File: src/rtl/run_ctrl.sv
// Run-control unit for the single-cycle MIPS core: debounced go, programmable clock-enable rate,
// pause / single-step / syscall-halt. Define RUN_CTRL_CYCLE_CNT_EN to build the executed-cycle counter.
module run_ctrl #(
    parameter int DIV_W     = 24,
    parameter int DIV0      = 1,
    parameter int DIV1      = 1000,
    parameter int DIV2      = 100000,
    parameter int DIV3      = 10000000,
    parameter int DB_CYCLES = 20000,
    parameter int CNT_W     = 32
) (
    input  logic             clk,
    input  logic             clr_n,
    input  logic             go,
    input  logic             step_mode,
    input  logic [1:0]       hz,
    input  logic             halt,
    output logic             cpu_en,
    output logic             clk_n,
    output logic             running,
    output logic [CNT_W-1:0] cycles
);

    typedef enum logic [1:0] {IDLE, RUN, STEP, HALTED} state_t;

    localparam int DB_CNT_W = (DB_CYCLES > 1) ? $clog2(DB_CYCLES) : 1;
    localparam logic [DB_CNT_W-1:0] DB_LAST = (DB_CYCLES > 1) ? DB_CNT_W'(DB_CYCLES - 1) : '0;

    // A divisor of 0 or 1 both mean "tick every cycle".
    function automatic logic [DIV_W-1:0] div_last(input int d);
        return (d <= 1) ? '0 : DIV_W'(d - 1);
    endfunction

    localparam logic [DIV_W-1:0] LAST0 = div_last(DIV0);
    localparam logic [DIV_W-1:0] LAST1 = div_last(DIV1);
    localparam logic [DIV_W-1:0] LAST2 = div_last(DIV2);
    localparam logic [DIV_W-1:0] LAST3 = div_last(DIV3);

    logic                go_meta_q, go_meta_d;
    logic                go_s_q, go_s_d;
    logic                deb_q, deb_d;
    logic                deb_prev_q, deb_prev_d;
    logic [DB_CNT_W-1:0] db_cnt_q, db_cnt_d;
    logic [1:0]          hz_q, hz_d;
    logic [DIV_W-1:0]    div_cnt_q, div_cnt_d;
    logic                clk_n_q, clk_n_d;
    logic                mask_q, mask_d;
    state_t              state_q, state_d;

    logic             go_pulse;
    logic             tick;
    logic             hz_chg;
    logic [DIV_W-1:0] last_sel;

    // Synchroniser and debouncer
    always_comb begin
        go_meta_d  = go;
        go_s_d     = go_meta_q;
        deb_d      = deb_q;
        db_cnt_d   = '0;
        deb_prev_d = deb_q;
        if (go_s_q != deb_q) begin
            if (db_cnt_q == DB_LAST) begin
                deb_d = ~deb_q;
            end else begin
                db_cnt_d = db_cnt_q + 1'b1;
            end
        end
        go_pulse = deb_q & ~deb_prev_q;
    end

    // Rate divider; a rate change restarts the count and swallows that cycle's tick.
    always_comb begin
        hz_d = hz;
        case (hz_q)
            2'd0:    last_sel = LAST0;
            2'd1:    last_sel = LAST1;
            2'd2:    last_sel = LAST2;
            default: last_sel = LAST3;
        endcase
        hz_chg    = (hz != hz_q);
        tick      = !hz_chg && (div_cnt_q == last_sel);
        div_cnt_d = (hz_chg || tick) ? '0 : div_cnt_q + 1'b1;
        clk_n_d   = clk_n_q ^ tick;
    end

    always_comb begin
        state_d = state_q;
        mask_d  = mask_q;
        cpu_en  = 1'b0;
        case (state_q)
            IDLE: begin
                if (go_pulse) state_d = step_mode ? STEP : RUN;
            end
            RUN: begin
                if (halt && !mask_q) begin
                    state_d = HALTED;
                end else if (go_pulse) begin
                    state_d = IDLE;
                end else begin
                    cpu_en = tick;
                end
            end
            STEP: begin
                if (tick) begin
                    cpu_en  = 1'b1;
                    state_d = IDLE;
                end
            end
            HALTED: begin
                if (go_pulse) begin
                    state_d = RUN;
                    mask_d  = 1'b1;
                end
            end
            default: state_d = IDLE;
        endcase
        // The mask only lets the core step past the syscall once.
        if (cpu_en) mask_d = 1'b0;
    end

    always_ff @(posedge clk or negedge clr_n) begin
        if (!clr_n) begin
            go_meta_q  <= 1'b0;
            go_s_q     <= 1'b0;
            deb_q      <= 1'b0;
            deb_prev_q <= 1'b0;
            db_cnt_q   <= '0;
            hz_q       <= 2'd0;
            div_cnt_q  <= '0;
            clk_n_q    <= 1'b0;
            mask_q     <= 1'b0;
            state_q    <= IDLE;
        end else begin
            go_meta_q  <= go_meta_d;
            go_s_q     <= go_s_d;
            deb_q      <= deb_d;
            deb_prev_q <= deb_prev_d;
            db_cnt_q   <= db_cnt_d;
            hz_q       <= hz_d;
            div_cnt_q  <= div_cnt_d;
            clk_n_q    <= clk_n_d;
            mask_q     <= mask_d;
            state_q    <= state_d;
        end
    end

    assign clk_n   = clk_n_q;
    assign running = (state_q == RUN);

`ifdef RUN_CTRL_CYCLE_CNT_EN
    logic [CNT_W-1:0] cycles_q, cycles_d;

    always_comb begin
        cycles_d = cpu_en ? cycles_q + 1'b1 : cycles_q;
    end

    always_ff @(posedge clk or negedge clr_n) begin
        if (!clr_n) begin
            cycles_q <= '0;
        end else begin
            cycles_q <= cycles_d;
        end
    end

    assign cycles = cycles_q;
`else
    assign cycles = '0;
`endif

endmodule
File: config.mk
export PLATFORM = sky130hd
export DESIGN_NAME = run_ctrl
export DESIGN_NICKNAME = d
export VERILOG_FILES = /design/src/rtl/run_ctrl.sv
export SDC_FILE = /design/constraint.sdc
export NUM_CORES = 1
export LEC_CHECK = 0
export BUFFER_PORTS_ARGS = -buffer_cell sky130_fd_sc_hd__buf_2
export CAP_MARGIN = 20
export CORE_MARGIN = 1
export CORE_UTILIZATION = 48
export DETAILED_ROUTE_END_ITERATION = 6
export PLACE_DENSITY = 0.7
export REMOVE_ABC_BUFFERS = 1
export SLEW_MARGIN = 10
export SYNTH_ARGS = -nofsm -noshare
export SYNTH_HDL_FRONTEND = slang
export SYNTH_SLANG_ARGS = --single-unit
export TNS_END_PERCENT = 10
File: constraint.sdc
create_clock -name clk -period 2.2 [get_ports clk]
set_clock_uncertainty 0.1 [all_clocks]
set_input_delay 0.22 -clock clk [delete_from_list [all_inputs] [get_ports clk]]
set_output_delay 0.22 -clock clk [all_outputs]
set_load 0.005 [all_outputs]
==> out/metrics.yaml <==
clkTransAtPathRegs_ns: 0.09
tightest_slew_ns: 0.541
maxSlewHeadroom: 0.640
path_class: "reg -> out"
slowest_stage: "dfrtp_1"
required_ns: 1.88
timing.critical_path.max_delay_family: "simple AND/OR/NAND/NOR gates"
power.density_nw_per_um2: 585
cp-startpoint: "hz_q[1]"
post-route-drc-count: 0
dp_cells: 369
clk_path_buf_depth: 2
synth_top_family_by_area: "simple AND/OR/NAND/NOR gates"
swShare: 0.291
ys_seq_elements: 49
slowest_delay_ns: 0.42
insertion_delay_ns: 0.30
hold_depth: 4
antennaDiodeCount: 0
period_needed_ns: 2.45
num_vias: 1936
clkSinkCount: 49
cts_tree: "built"
synth-compound-area-share: 0.0363
min_period_over_period: 1.11
yosys.area.top_type: "dfrtp_1"
syn_to_final_growth_pct: 14.3
drt_iter0_markers: 112
drive_gt1_frac: 0.189
worstSetupEndpointType: "primary output"
die-area_um2: 6120
crit_buf_inv: 2
combPwrFrac: 0.208
first_pass_iters: 4
rsz0062_at_grt: "yes"
pwr-share-seq: 0.511
finalSetupViolCount: 4
ys_seq_area_frac: 0.439
grt_pass1_vias: 1890
clk_root_buffer_cell: "clkbuf_8"
nNetsFinal: 334
path_depth: 8
htreeDepth: 2
synth_xor_xnor_area_share: 0.144
syn-cell-area_um2: 2790
grt_pass1_wl_um: 8260
arrival_ns: 2.13
port_buffers: 9
p_switching_uw: 543
timing.rr.start: "hz_q[1]"
grt_max_degree: 28
synth_top_area_share: 0.439
drt_wl_total_um: 5200
synth_cells: 285
hpwl_um: 3480
antenna_found_initial: 0
p_clk_frac: 0.280
synth-simple-area-share: 0.213
synthArstFlopShare: 1.00
fillCellCount: 466
maxCapViolations: 0
pre_cts_ws_ns: 0.0301
ff2ff_path_depth: 10
yosys_warnings: 0
start_util: 0.504
hold_path.startpoint: "step_mode"
fin_cells: 389
hp-class: "in -> reg"
globalRouteOverflowTotal: 0
setup_slack_ns: -0.249
synth_mux_area_frac: 0.0130
num_io_pins: 42
p_leak_nw: 1.41
synth_area_leaders: "dfrtp_1 44%, buf_4 9.1%, xor2_1 7.8%"
ys_types: 36
ant_nets: 0
status: "complete, but fails checks"
critPathMaxFanout: 3
layout_common_cells: "49 x dfrtp_1, 43 x nor2_1, 32 x conb_1, 25 x xor2_1, 18 x xnor2_1"
place_congestion: 0.772
hold_violations: 0
cp_cell_sequence: "buf_4 > ha_4 > xnor2_2 > nand4_1 > nor3_4 > nand3_4 > nor2_2 > buf_2"
p_int_mw: 1.32
wl_per_cell_um: 13.4
final_common_cell: "dfrtp_1"
start_kind: "register"
synth_fa_ha_area_frac: 0.0493
ir_drop_uv: 326
synth_ff_type: "dfrtp_1"
finalMaxSlewViolations: 0
core-area_um2: 5540
die_w_um: 78.3
synth_edf_count: 0
grt.total_usage: 0.170
syn_area_per_cell_um2: 9.79
cts_inserted_buffers: 5
vias_per_cell: 4.98
die_h_um: 78.3
violations: "setup timing"
fmax_ghz: 0.408
core.rowCount: 27
layout make-up:
cell class                      instances  area [um^2]  area share
Tap cell                               72         90.1      0.0282
Clock buffer                            6         72.6      0.0227
Multi-Input combinational cell        224         1520       0.476
Timing Repair Buffer                   28          241      0.0757
Clock inverter                          2         13.8     0.00431
Sequential cell                        49         1230       0.384
Inverter                                8         30.0     0.00941
sequential cells by signal (all words and copies together) (netlist names):
signal / count
hz_q: 2
go_meta_q: 1
go_s_q: 1
mask_q: 1
clk_n: 1
deb_prev_d: 1
db_cnt_q: 15
div_cnt_q: 24
state_q: 2
deb_prev_q: 1
cells in the mapped netlist (all sizes together), types with 2 or more instances:
library cell  count
dfrtp            49
buf              34
nor3b             2
and3              7
xnor2            21
nor4              6
mux2              2
nand4             9
o2bb2ai           2
nand2            15
inv               8
nor2             50
ha               11
nand3            17
nor2b             2
nor3              8
o21ai             3
xor2             25
cell families (layout without fill, tap and decap cells):
kind of cell	Yosys count	count (layout)
buffers and inverters	43	44
flip-flops	49	49
AND/OR/NAND/NOR	121	121
multiplexers	3	3
adder cells (fa/ha/maj)	11	11
other	1	32
XOR/XNOR	46	46
AO/OA/AOI/OAI	11	11
power groups by stage:
stage          Sequential [mW]  Clock (mW)  Combinational [mW]
5_1_grt                  0.961       0.574               0.432
6_report                 0.955       0.523               0.389
3_3_place_gp             0.973           0               0.340
3_5_place_dp             0.973           0               0.342
4_1_cts                  0.955       0.542               0.372
2_1_floorplan            0.969           0               0.244
metal layers:
layer / vias to the layer above / share of wire / GRT usage
li1: 941 / - / -
met1: 951 / 0.45 / 0.216
met2: 38 / 0.51 / 0.289
met3: 6 / 0.028 / 0.0349
met4: 0 / 0.010 / 0.0556
met5: - / 0 / 0
through the flow:
stage	setup TNS, ns	hold slack (ns)	area, um^2	util	total power, mW
2_1_floorplan	0	-0.176	2650	-	1.21
3_3_place_gp	0	0.132	2860	0.516	1.31
3_5_place_dp	0	0.142	2860	0.516	1.31
4_1_cts	-0.0805	0.114	3110	0.562	1.87
5_1_grt	-1.53	0.143	3190	0.576	1.97
6_report	-0.508	0.130	3190	0.576	1.87
worst reg2reg max path, delay by kind of cell (launching register included):
kind | cells | cell delay, ns
flops | 1 | 0.42
xor+xnor | 2 | 0.33
simple gates | 3 | 0.65
buf+inv | 4 | 0.56
fa+ha+maj | 1 | 0.17
worst paths after layout:
path                                 to  slack (ns)
min                          state_q[0]        0.13
min reg2reg                      go_s_q        0.26
max in group asynchronous  div_cnt_q[7]        1.14
min in group asynchronous   db_cnt_q[7]        0.34
max reg2reg                       clk_n       -0.12
max                              cpu_en       -0.25
repair_timing:
item / in CTS / in global routing
buffers inserted: 7 / 2
hold endpoints to repair: 25 / 0
resized for setup: 15 / 16
setup endpoints to repair: 1 / 28
hold buffers: 4 / 0
gates cloned: 0 / 0
pin swaps: 6 / 8
No activity file was read; power rests on OpenSTA's default activity.
